[config.mk]
export PLATFORM = sky130hd
export DESIGN_NAME = carry_lookahead_adder_8b
export DESIGN_NICKNAME = d
export VERILOG_FILES = /design/src/rtl/carry_lookahead_adder_8b.sv
export SDC_FILE = /design/constraint.sdc
export NUM_CORES = 1
export LEC_CHECK = 0
export CORE_MARGIN = 2
export CORE_UTILIZATION = 42
export DETAILED_ROUTE_END_ITERATION = 10
export MAX_ROUTING_LAYER = met4
export PLACE_DENSITY = 0.82
export SLEW_MARGIN = 25
export SYNTH_ARGS = -nofsm -noshare
export SYNTH_HDL_FRONTEND = slang
export SYNTH_SLANG_ARGS = --single-unit
[constraint.sdc]
create_clock -name iClk -period 2.87 [get_ports iClk]
set_input_delay 0.287 -clock iClk [delete_from_list [all_inputs] [get_ports iClk]]
set_output_delay 0.287 -clock iClk [all_outputs]
set_load 0.01 [all_outputs]
[src/rtl/carry_lookahead_adder_8b.sv]
// 8-bit two-level carry-lookahead adder with registered {carry, sum}.
// Optional signed overflow output enabled by defining CLA_OVERFLOW_EN.

module cla_group4 (
  input  logic [3:0] i_g,
  input  logic [3:0] i_p,
  input  logic       i_c,
  output logic [3:0] o_c,
  output logic       o_gg,
  output logic       o_gp
);
  // Every carry is flattened from the group's carry-in, so no carry feeds the next one.
  assign o_c[0] = i_c;
  assign o_c[1] = i_g[0] | (i_p[0] & i_c);
  assign o_c[2] = i_g[1] | (i_p[1] & i_g[0]) | (i_p[1] & i_p[0] & i_c);
  assign o_c[3] = i_g[2] | (i_p[2] & i_g[1]) | (i_p[2] & i_p[1] & i_g[0])
                | (i_p[2] & i_p[1] & i_p[0] & i_c);
  assign o_gg   = i_g[3] | (i_p[3] & i_g[2]) | (i_p[3] & i_p[2] & i_g[1])
                | (i_p[3] & i_p[2] & i_p[1] & i_g[0]);
  assign o_gp   = &i_p;
endmodule

module carry_lookahead_adder_8b (
  input  logic       iClk,
  input  logic       iRst,
  input  logic [7:0] iA,
  input  logic [7:0] iB,
  input  logic       iCarryIn,
`ifdef CLA_OVERFLOW_EN
  output logic       oOverflow,
`endif
  output logic [7:0] oSum,
  output logic       oCarry
);
  logic [7:0] w_g, w_p, w_c;
  logic [1:0] w_gg, w_gp;
  logic       w_c4, w_c8;
  logic [7:0] r_sum;
  logic       r_carry;

  assign w_g = iA & iB;
  assign w_p = iA ^ iB;

  cla_group4 u_grp0 (
    .i_g (w_g[3:0]),
    .i_p (w_p[3:0]),
    .i_c (iCarryIn),
    .o_c (w_c[3:0]),
    .o_gg(w_gg[0]),
    .o_gp(w_gp[0])
  );

  cla_group4 u_grp1 (
    .i_g (w_g[7:4]),
    .i_p (w_p[7:4]),
    .i_c (w_c4),
    .o_c (w_c[7:4]),
    .o_gg(w_gg[1]),
    .o_gp(w_gp[1])
  );

  // Second lookahead level: group carries straight from G/P and c0.
  assign w_c4 = w_gg[0] | (w_gp[0] & iCarryIn);
  assign w_c8 = w_gg[1] | (w_gp[1] & w_gg[0]) | (w_gp[1] & w_gp[0] & iCarryIn);

  always_ff @(posedge iClk) begin
    if (iRst) begin
      r_sum   <= 8'h00;
      r_carry <= 1'b0;
    end else begin
      r_sum   <= w_p ^ w_c;
      r_carry <= w_c8;
    end
  end

  assign oSum   = r_sum;
  assign oCarry = r_carry;

`ifdef CLA_OVERFLOW_EN
  logic r_ovf;
  always_ff @(posedge iClk) begin
    if (iRst) r_ovf <= 1'b0;
    else      r_ovf <= w_c8 ^ w_c[7];
  end
  assign oOverflow = r_ovf;
`endif
endmodule

==> run_results.csv <==
group,metric,value,unit
run_status,outcome,"finished, final reports clean",
timing,finalHoldViolations,0,
global_routing,grt_pass1_wl,1.77,mm
floorplan,die_area,1730,um2
floorplan,rows,13,
worst_setup_path,worstSetupStartpoint,"iA[0]",
synthesis,synthTopCellsByArea,"dfxtp_1 30%, ha_1 17%, fa_1 6.8%",
worst_setup_path,worstSetupEndpointType,"register",
worst_setup_path,cp-endpoint,"oSum[5]",
cts,cts_root_buf,"clkbuf_4",
placement,place.gp.congestion,0.646,
synthesis,synth_warnings,0,
global_routing,overflow,0,
cts,cts_resized,0,
floorplan,die_h,41.5,um
detailed_routing,ant_nets,0,
worst_setup_path,cp.required,3.01,ns
synthesis,synth-seq-cells,9,
synthesis,synthCells,60,
flow_run,maxCapViolations,0,
timing,finalCriticalPeriod,2.19,ns
timing,setup_ws,0.683,ns
floorplan,core,1300,um2
global_routing,grtUsageTotal,14.0,%
detailed_routing,wl_per_cell,9.78,um
detailed_routing,drtIter0Drc,3,
synthesis,avgSynthCellArea,9.86,um2
cts,post_cts_buffers,0,
synthesis,syn_nets,89,
timing,fmax,457,MHz
layout,syn2layout_area_growth,52.6,%
placement,io_buffers,27,
cts,cts_tree,"built",
layout,nets,120,
placement,pre_cts_slack,0.397,ns
timing,relSlewSlack,76.7,%
cts,clockBufferDepth,2,
detailed_routing,wirelength,1.03,mm
worst_setup_path,critical_path_class,"input pin to register",
layout,finish.instance_area,903,um2
global_routing,antenna_found_initial,0,
cts,cts_buffers,3,
cts,clk_pin_slew,0.06,ns
detailed_routing,route.detailed.drc,0,
synthesis,yosysTopAreaCell,"dfxtp_1",
synthesis,post-synth-top-count-cell,"dfxtp_1",
synthesis,synth-seq-area-share,30.4,%
placement,dp_cells,101,
timing,maxSlewViolCount,0,
layout,final_cells,105,
timing,grt_setup_unrepaired,"false",
synthesis,synth_area,592,um2
detailed_routing,vias,514,
synthesis,synth_common_cells,"9 x dfxtp_1, 8 x ha_1, 6 x nor2_1",
power,p_leak,0.383,nW
power,power_density,424,nW/um2
synthesis,yosysUniqueCellTypes,26,
timing,period_share,76.2,%
cts,h-tree-depth,1,
timing,tns,0,ns
synthesis,async_flop_share,0,%
global_routing,grt_pass1_vias,465,
placement,place_area,877,um2
detailed_routing,dr.pass1.iters,2,
cts,cts.sinks,9,
synthesis,ys.flop_type,"dfxtp_1",
global_routing,grt_max_degree,12,
worst_setup_path,cp-start-kind,"input pin",
power,peakVddDrop,0.000326,V
detailed_routing,viasPerCell,4.90,
floorplan,die_width,41.5,um
timing,timing.hold.ws,0.772,ns
layout,final_layout_size_suffix_gt1_share,15.6,%
synthesis,synth_edf_count,0,
floorplan,ios,28,
timing,worst_slew_pin_slew,0.348,ns
worst_setup_path,cp_max_fo,4,
cts,cts_hold_buf,0,
synthesis,yosysTopAreaCellShare,30.4,%
layout,diodes,0,
floorplan,initial_core_util,45.5,%
hold_path,hold_path_class,"input pin to register",
worst_setup_path,crit_arrival,2.33,ns
timing,setup-violations-final,0,
==> per-layer routing <==
| metal | vias to the layer above | wire length, um | share of wire (%) | GRT usage (%) |
|---|---|---|---|---|
| met5 | - | 0 | 0 | - |
| met1 | 224 | 400 | 39 | 13.1 |
| met3 | 2 | 117 | 11 | 10.4 |
| li1 | 266 | - | - | - |
| met2 | 22 | 504 | 49 | 23.4 |
| met4 | 0 | 4 | 0.39 | 1.94 |
==> power by group <==
group | internal (W) | switching (W)
Clock | 0.0000535 | 0.0000432
Combinational | 0.0000851 | 0.0000574
Sequential | 0.000140 | 0.00000345
Total | 0.000279 | 0.000104
==> critical path, cell delays in order <==
cell and delay [ns]:
clkdlybuf4s50_1 0.42, ha_1 0.31, a21oi_2 0.17, nor2_2 0.08, or3_2 0.46, fa_1 0.38
xnor2_1 0.16, nor2_1 0.05
==> layout by cell type (no fill, tap or decap), drive strengths merged, types with 2 or more instances in the layout <==
cell / Yosys / layout
nor2b: 4 / 4
fa: 2 / 2
nand2b: 2 / 2
clkbuf: 1 / 4
o31ai: 2 / 2
dfxtp: 9 / 9
nor3: 3 / 3
inv: 4 / 4
a21oi: 5 / 5
nand2: 3 / 3
clkdlybuf4s50: 0 / 27
nor2: 7 / 7
ha: 8 / 8
==> registers in the layout, indices dropped and copies added, names as in the netlist <==
| signal | flops |
|---|---|
| oSum | 8 |
| oCarry | 1 |
==> metrics by stage <==
stage / util, % / power, W
after floorplan: - / 0.000225
after global placement: 67.4 / 0.000289
after detailed placement: 67.4 / 0.000291
after CTS: 69.4 / 0.000390
after global routing: 69.4 / 0.000413
final: 69.4 / 0.000383
==> cell type report <==
| type | instances | area, um2 |
|---|---|---|
| fillers | 118 | 398 |
| multi-input cells | 46 | 393 |
| repair buffers | 27 | 270 |
| flip-flops and latches | 9 | 180 |
| clock buffers | 4 | 26.3 |
| well taps | 15 | 18.8 |
| inverters | 4 | 15.0 |
==> worst min path at each step <==
stage / from / end / cells past startpoint
CTS: iB[7] / oCarry / 4
global placement: oSum[5] / oSum[5] / 1
global route: iB[0] / oSum[0] / 4
finish: iB[0] / oSum[0] / 4
floorplan: iRst / oSum[6] / 2
detailed placement: oSum[5] / oSum[5] / 1
==> cell families (layout without fill, tap and decap cells) <==
family,after synthesis,after routing,synth area share [%]
multiplexers,2,2,4.23
adder cells (fa/ha/maj),10,10,23.7
AO/OA/AOI/OAI,10,10,15.4
AND/OR/NAND/NOR,22,22,20.1
buffers and inverters,5,35,3.17
flip-flops,9,9,30.4
XOR/XNOR,2,2,2.96
Note: power is estimated with default switching activity, not from simulation.
